<file path="src/rtl/matrix_entry_ctrl.sv">
// matrix_entry_ctrl
// Keypad entry controller for the matrix calculator front end. Builds one
// signed element from up to two decimal digits plus a sign, then writes it
// into the operand register file. This repeats element by element until all
// N_ELEM elements have been written.
//
// Ports
//   clk        system clock, rising edge
//   nrst       asynchronous active-low reset
//   keystrobe  one-cycle pulse, keycode valid
//   keycode    0-9 digit, A enter, B clear, C negate, D abort, E/F ignored
//   start      one-cycle pulse, begin entry of a new matrix
//   wr_en      element write strobe (one cycle per element)
//   wr_addr    element index being written
//   wr_data    signed element value, holds last written value
//   cur_val    signed value being typed (display)
//   digit_cnt  digits accepted for the current element
//   busy       high outside IDLE
//   done       one-cycle pulse after the last element is written
//   aborted    one-cycle pulse after an ABORT key
//
// state   | meaning
// --------+-----------------------------------------------
// S_IDLE  | waiting for start, keys ignored
// S_ENTRY | accumulating digits/sign for element addr
// S_WRITE | one-cycle write of the current element
// S_DONE  | one-cycle completion pulse, then back to idle
module matrix_entry_ctrl #(
   parameter int N_ELEM = 4,
   parameter int ADDR_W = 2
) (
   input  logic              clk,
   input  logic              nrst,
   input  logic              keystrobe,
   input  logic [3:0]        keycode,
   input  logic              start,
   output logic              wr_en,
   output logic [ADDR_W-1:0] wr_addr,
   output logic [7:0]        wr_data,
   output logic [7:0]        cur_val,
   output logic [1:0]        digit_cnt,
   output logic              busy,
   output logic              done,
   output logic              aborted
);

   typedef enum logic [1:0] {
      S_IDLE  = 2'd0,
      S_ENTRY = 2'd1,
      S_WRITE = 2'd2,
      S_DONE  = 2'd3
   } state_t;

   localparam logic [3:0] KEY_ENTER  = 4'hA;
   localparam logic [3:0] KEY_CLEAR  = 4'hB;
   localparam logic [3:0] KEY_NEGATE = 4'hC;
   localparam logic [3:0] KEY_ABORT  = 4'hD;
   localparam logic [ADDR_W-1:0] LAST_ADDR = ADDR_W'(N_ELEM - 1);

   state_t            state, state_nxt;
   logic [6:0]        acc, acc_nxt;
   logic [1:0]        cnt, cnt_nxt;
   logic              neg, neg_nxt;
   logic [ADDR_W-1:0] addr, addr_nxt;
   logic              aborted_q, aborted_nxt;
   logic [7:0]        wr_data_q;

   logic [6:0]        acc_x10;
   logic [7:0]        mag;
   logic [7:0]        signed_val;

   // acc is at most 9 whenever a second digit is accepted, so 7 bits suffice
   assign acc_x10    = 7'((acc << 3) + (acc << 1));
   assign mag        = {1'b0, acc};
   assign signed_val = neg ? 8'(~mag + 8'd1) : mag;

   always_ff @(posedge clk or negedge nrst) begin
      if (!nrst) begin
         state     <= S_IDLE;
         acc       <= '0;
         cnt       <= '0;
         neg       <= 1'b0;
         addr      <= '0;
         aborted_q <= 1'b0;
         wr_data_q <= '0;
      end else begin
         state     <= state_nxt;
         acc       <= acc_nxt;
         cnt       <= cnt_nxt;
         neg       <= neg_nxt;
         addr      <= addr_nxt;
         aborted_q <= aborted_nxt;
         if (state == S_WRITE)
            wr_data_q <= signed_val;
      end
   end

   always_comb begin
      state_nxt   = state;
      acc_nxt     = acc;
      cnt_nxt     = cnt;
      neg_nxt     = neg;
      addr_nxt    = addr;
      aborted_nxt = 1'b0;

      case (state)
         S_IDLE: begin
            if (start) begin
               state_nxt = S_ENTRY;
               acc_nxt   = '0;
               cnt_nxt   = '0;
               neg_nxt   = 1'b0;
               addr_nxt  = '0;
            end
         end
         S_ENTRY: begin
            if (keystrobe) begin
               if (keycode <= 4'd9) begin
                  if (cnt < 2'd2) begin
                     acc_nxt = 7'(acc_x10 + {3'b000, keycode});
                     cnt_nxt = 2'(cnt + 2'd1);
                  end
               end else if (keycode == KEY_ENTER) begin
                  state_nxt = S_WRITE;
               end else if (keycode == KEY_CLEAR) begin
                  acc_nxt = '0;
                  cnt_nxt = '0;
                  neg_nxt = 1'b0;
               end else if (keycode == KEY_NEGATE) begin
                  neg_nxt = ~neg;
               end else if (keycode == KEY_ABORT) begin
                  state_nxt   = S_IDLE;
                  aborted_nxt = 1'b1;
               end
            end
         end
         S_WRITE: begin
            if (addr == LAST_ADDR) begin
               state_nxt = S_DONE;
            end else begin
               state_nxt = S_ENTRY;
               addr_nxt  = ADDR_W'(addr + 1'b1);
               acc_nxt   = '0;
               cnt_nxt   = '0;
               neg_nxt   = 1'b0;
            end
         end
         S_DONE: begin
            state_nxt = S_IDLE;
         end
         default: begin
            state_nxt = S_IDLE;
         end
      endcase
   end

   assign wr_en     = (state == S_WRITE);
   assign wr_addr   = addr;
   assign wr_data   = wr_en ? signed_val : wr_data_q;
   assign cur_val   = signed_val;
   assign digit_cnt = cnt;
   assign busy      = (state != S_IDLE);
   assign done      = (state == S_DONE);
   assign aborted   = aborted_q;

endmodule

</file>
<file path="config.mk">
export PLATFORM = sky130hd
export DESIGN_NAME = matrix_entry_ctrl
export DESIGN_NICKNAME = d
export VERILOG_FILES = /design/src/rtl/matrix_entry_ctrl.sv
export SDC_FILE = /design/constraint.sdc
export NUM_CORES = 1
export LEC_CHECK = 0
export CORE_MARGIN = 2
export CORE_UTILIZATION = 40
export DETAILED_ROUTE_END_ITERATION = 8
export PLACE_DENSITY = 0.7
export SLEW_MARGIN = 20
export SYNTH_ARGS = -nofsm -noshare
export SYNTH_HDL_FRONTEND = slang
export SYNTH_SLANG_ARGS = --single-unit
export TNS_END_PERCENT = 10
</file>
<file path="constraint.sdc">
create_clock -name clk -period 3.2 [get_ports clk]
set_clock_uncertainty 0.05 [all_clocks]
set_input_delay 0.48 -clock clk [delete_from_list [all_inputs] [get_ports clk]]
set_output_delay 0.48 -clock clk [all_outputs]
set_load 0.1 [all_outputs]
</file>
Yosys cells after proc, flatten, opt, wreduce, memory -nomap -nowiden
Cells that the tools add are included.

Equal/unequal tests: 20. Bitwise gates (word level): 2. Reductions and logical operators: 8. $lt $le $gt $ge: 2. $add $sub $neg: 5. Mux-type cells: 44.

Operators with widths (count): 7-bit 2-to-1 mux (7); 2-bit 2-to-1 mux (16); 3-bit inequality test, second input constant (7); 7-bit case mux with 3 select lines (1); 4-bit equality test, second input constant (4); 8-bit 2-to-1 mux (2); 1-bit 2-to-1 mux (14); 7-bit AND reduction (2); 2-bit inequality test, second input constant (5); 8-bit by 1-bit adder with 8-bit output, second input constant (1); 7-bit NOT with 8-bit output (1); 2-bit case mux with 4 select lines (1); 7-bit by 4-bit adder with 7-bit output (1); 7-bit adder (1); 2-bit equality test, second input constant (3); 2-bit case mux with 3 select lines (1); 6-bit AND reduction (1); 2-bit by 1-bit adder with 2-bit output, second input constant (2); 4-bit less-or-equal comparator, second input constant (1); 2-bit case mux with 2 select lines (1); 2-bit nonzero test (2); 1-bit case mux with 3 select lines (1); 3-bit AND reduction (1); 3-bit nonzero test (1); other kinds (4) (4).

Bits of input ports: 8. Output and inout bits: 24. Register bits after elaboration: 23.

Logic depth before layout (Yosys ltp)
Depth in word-level cells: 8. Gate-level depth with buffers: 8. Depth with buffers taken out: 8.

Least setup slack after synthesis
Ideal clock, no wire load.

Path type: register to output. Start point: register neg. End point: output port wr_data[1]. Path slack: -919 ps. Stages on the path, launching flop included: 5. Data required time: 2670 ps. Arrival time: 3589 ps. Cells stage by stage: dfrtp_1 > clkbuf_1 > o21ai_0 > nand2_1 > nand2_1.

Word-level cells in the longest chain between the ends: 2.

RTL lines: start, declared (line 63) `logic neg, neg_nxt;`; start signal, assigned (line 90) `neg <= neg_nxt;`; 8-bit 2-to-1 mux (line 75) `assign signed_val = neg ? 8'(~mag + 8'd1) : mag;`; net cur_val[1] (line 40) `output logic [7:0] cur_val,`; 8-bit 2-to-1 mux (line 159) `assign wr_data = wr_en ? signed_val : wr_data_q;`; end, declared (line 39) `output logic [7:0] wr_data,`.

The timed path passes the listed nets, and every way through them passes these cells.

Worst setup path after layout
Start point: input port keycode[3]. End point: register acc[6].

Word-level cells in the longest chain between the ends: 5. Elaborated cells on any way between the ends: 12. Classes of those cells: 1 x add/sub; 1 x order compare; 5 x eq/ne; 4 x mux; 1 x reduce/logical.

RTL lines: start, declared (line 35) `input logic [3:0] keycode,`; 7-bit by 4-bit adder with 7-bit output (line 120) `acc_nxt = 7'(acc_x10 + {3'b000, keycode});`; 7-bit 2-to-1 mux (line 119) `if (cnt < 2'd2) begin`; 7-bit 2-to-1 mux (line 118) `if (keycode <= 4'd9) begin`; 7-bit 2-to-1 mux (line 117) `if (keystrobe) begin`; 7-bit case mux with 3 select lines (line 106) `case (state)`; end signal, assigned (line 88) `acc <= acc_nxt;`; end, declared (line 61) `logic [6:0] acc, acc_nxt;`.

Several ways; a longest one is shown, not always the timed one. The select of a mux whose other input is x is not followed. A chain may end at the register's enable or synchronous reset.

==> metrics.md <==
| Metric | Value |
|---|---|
| Total number of yosys warnings | 0 |
| Placed Area | 1790 µm² |
| First-pass GRT wire length | approximately 5.5 mm |
| Simple-gate share of the synthesized area | 0.148 |
| Initial Utilization | 0.413 |
| F_max | 0.373 GHz |
| Primary FF master, synth | dfrtp_1 |
| Synth-to-layout area growth | 22.5% |
| Synth Area in Adders | 0.110 |
| FF-to-FF path depth | 8 |
| PnR worst setup slack | between 0.5 and 0.6 ns |
| CTS H-Tree Depth | 1 |
| GR Layer Usage met2 | 0.301 |
| Vias in the first global route | about 1200 |
| Minimum clock period | 2.68 ns |
| Gate count of the mapped netlist | 143 |
| Die footprint | 4260 µm² |
| Antenna Nets Post-Route | 0 |
| Placer Congestion | ~0.86 |
| Clock-pin transition on the worst setup and hold timing paths | 0.08 ns |
| Post-synth EDFFs | 0 |
| R2R setup slack | about 0.75 ns |
| Placed insts | roughly 220 |
| Post-synthesis mux area share | 0.116 |
| Vias | 1179 |
| Crit path capture type | register |
| Avg Vias per Cell | 5.29 |
| GR Util All Layers | 0.166 |
| Yosys reg bits | 23 |
| Capturing point of the worst reg2reg path | acc[6] |
| # setup viols final | 0 |
| Largest net degree at the start of global routing | 24 |
| Post-CTS Hold Fix Bufs | 0 |
| Worst-Skew Late Latency | 0.26 ns |
| R2r startpoint | acc[0] |
| Input/output buffers | 31 |
| Antenna violations before repair | 0 |
| Syn nets | 163 |
| Post-cts repair resize count | 0 |
| Post-synthesis cell type count | 44 |
| # rows | 22 |
| Final Hold Viols | 0 |
| Worst Path Required | about 3.3 ns |
| RSZ-0062 raised after global routing | false |
| Final wirelength | 3.17 mm |
| Max cap viols | 0 |
| Slew Viols, Final | 0 |
| Num CTS Buffers | 3 |
| Met3 Use GR | 0.0308 |
| Setup crit start | keycode[3] |
| Floorplan core area | 3630 µm² |
| DR iter-0 viols | 37 |
| # nets final | 196 |
| Main combinational cell family by area after synthesis | simple AND/OR/NAND/NOR gates |
| 1st-pass router iterations | 5 |
| Crit start category | primary input |
| WHS Path Cells | 2 |
| ANT cells | 0 |
| Post-Synth XOR/XNOR Area | 0.0525 |
| Post-CTS Setup Inserts | 0 |
| Hold Path Class | register to register |
| Crit path to | acc[6] |
| Finished Layout Cells | 223 |
| Post-DR wirelength/cell | 14.2 µm |
| Post-Syn Area | 1500 µm² |
| GRT overflow | 0 |
| Die Span X | 65.2 µm |
| Final core utilization | 0.506 |
| Crit path DAT | approximately 2.8 ns |
| Met1 Use GR | 0.204 |
| Final Instance Area | 1840 µm² |
| Worst slack at placement | 0.249 ns |
| CTS tree | done |
| Syn Area/Cell | 10.5 µm² |
| Tightest Pin Transition | about 0.4 ns |
| Sequential element share of the synthesized area | 0.384 |
| Status | complete, no violations |
| CTS Sinks | 23 |
| Tcrit/Tclk final | 0.837 |
| CTS Root Cell | clkbuf_8 |
| Die height | about 65 µm |
| Compound-Gate Fraction of Synth Area | 0.138 |
| IO Pins | 32 |
| Slew headroom | 0.728 |
| CP max FO | 2 |
| Yosys top cell area share | 0.384 |
| Share of cells above drive strength 1 | 0.286 |
| Buffer depth of the longest clock path | 2 |
| # DRC | 0 |
| Post-synth ARST share | 1.00 |
| Post-DP HPWL | 2.53 mm |
| GR peak layer | met2 |
| Setup CP Type | primary input to register |
| Top post-synthesis cells by area | dfrtp_1 38%, ha_1 8.3%, mux2_2 5.3% |
| Cell taking the most area after synthesis | dfrtp_1 |
state kept, by name, summed over array words and instances (netlist names):
signal     cells
wr_addr        2
acc            7
aborted        1
wr_data_q      8
neg            1
digit_cnt      2
state          2
layout make-up:
class                      instances  area (µm²)
clock inverter                     1        5.00
inverter                          10        37.5
multi-input combinational        105         853
tap                               48        60.1
sequential                        23         576
clock buffer                       3        41.3
fill                             361        1800
timing repair buffer              33         265
cells in the final DEF, fill, tap and decap left out, types with 5 or more instances in the layout:
cell and n:
mux2i_1 5, dfrtp_1 23, clkdlybuf4s50_1 7, o21ai_0 6
ha_1 10, nand2_1 18, inv_1 9, buf_4 26
mux2_2 7, xnor2_1 7
cells by family after synthesis:
logic type,Yosys count
xor+xnor,9
fa+ha+maj,12
mux,15
buf+inv,15
flops,23
simple gates,41
compound gates,28
cells in the mapped netlist, types with 2 or more instances:
cell	count
dfrtp_1	23
nand2_1	18
ha_1	10
inv_1	9
xnor2_1	8
mux2_2	7
o21ai_0	7
mux2i_1	5
a22o_1	4
a21oi_1	3
mux2_4	3
nor2_1	3
a21o_1	2
buf_4	2
buf_6	2
fa_1	2
nand2b_1	2
nand3b_1	2
nor3b_1	2
o21ai_2	2
o31ai_1	2
or2b_1	2
or3_1	2
worst max-delay path: stages:
cell	delay [ns]
clkdlybuf4s50_1	0.50
inv_1	0.07
fa_1	0.53
inv_1	0.07
fa_1	0.46
a21o_1	0.19
a21oi_1	0.18
xor2_1	0.09
a22o_2	0.22
layer usage:
| layer | share of wire | routed length [µm] |
|---|---|---|
| met5 | 0 | 0 |
| met1 | 0.44 | 1410 |
| met3 | 0.038 | 122 |
| met4 | 0.0095 | 30 |
| met2 | 0.51 | 1610 |
stage by stage:
step           hold WS [ns]  setup TNS, ns
6_report              0.426              0
5_1_grt               0.472              0
4_1_cts               0.431              0
3_5_place_dp          0.411              0
3_3_place_gp          0.410              0
2_1_floorplan         0.134          -2.72
how the worst min path moves through the flow:
stage | slack (ns) | to | from
final | 0.43 | wr_data_q[1] | wr_data_q[1]
after global routing | 0.47 | wr_data_q[1] | wr_data_q[1]
after CTS | 0.43 | wr_data_q[1] | wr_data_q[1]
after detailed placement | 0.41 | wr_data_q[1] | wr_data_q[1]
after global placement | 0.41 | wr_data_q[1] | wr_data_q[1]
after floorplan | 0.13 | aborted | nrst
Power is left out: the tool's default activity adds up to more than one toggle a clock period on the data nets, which glitch-free logic cannot reach.
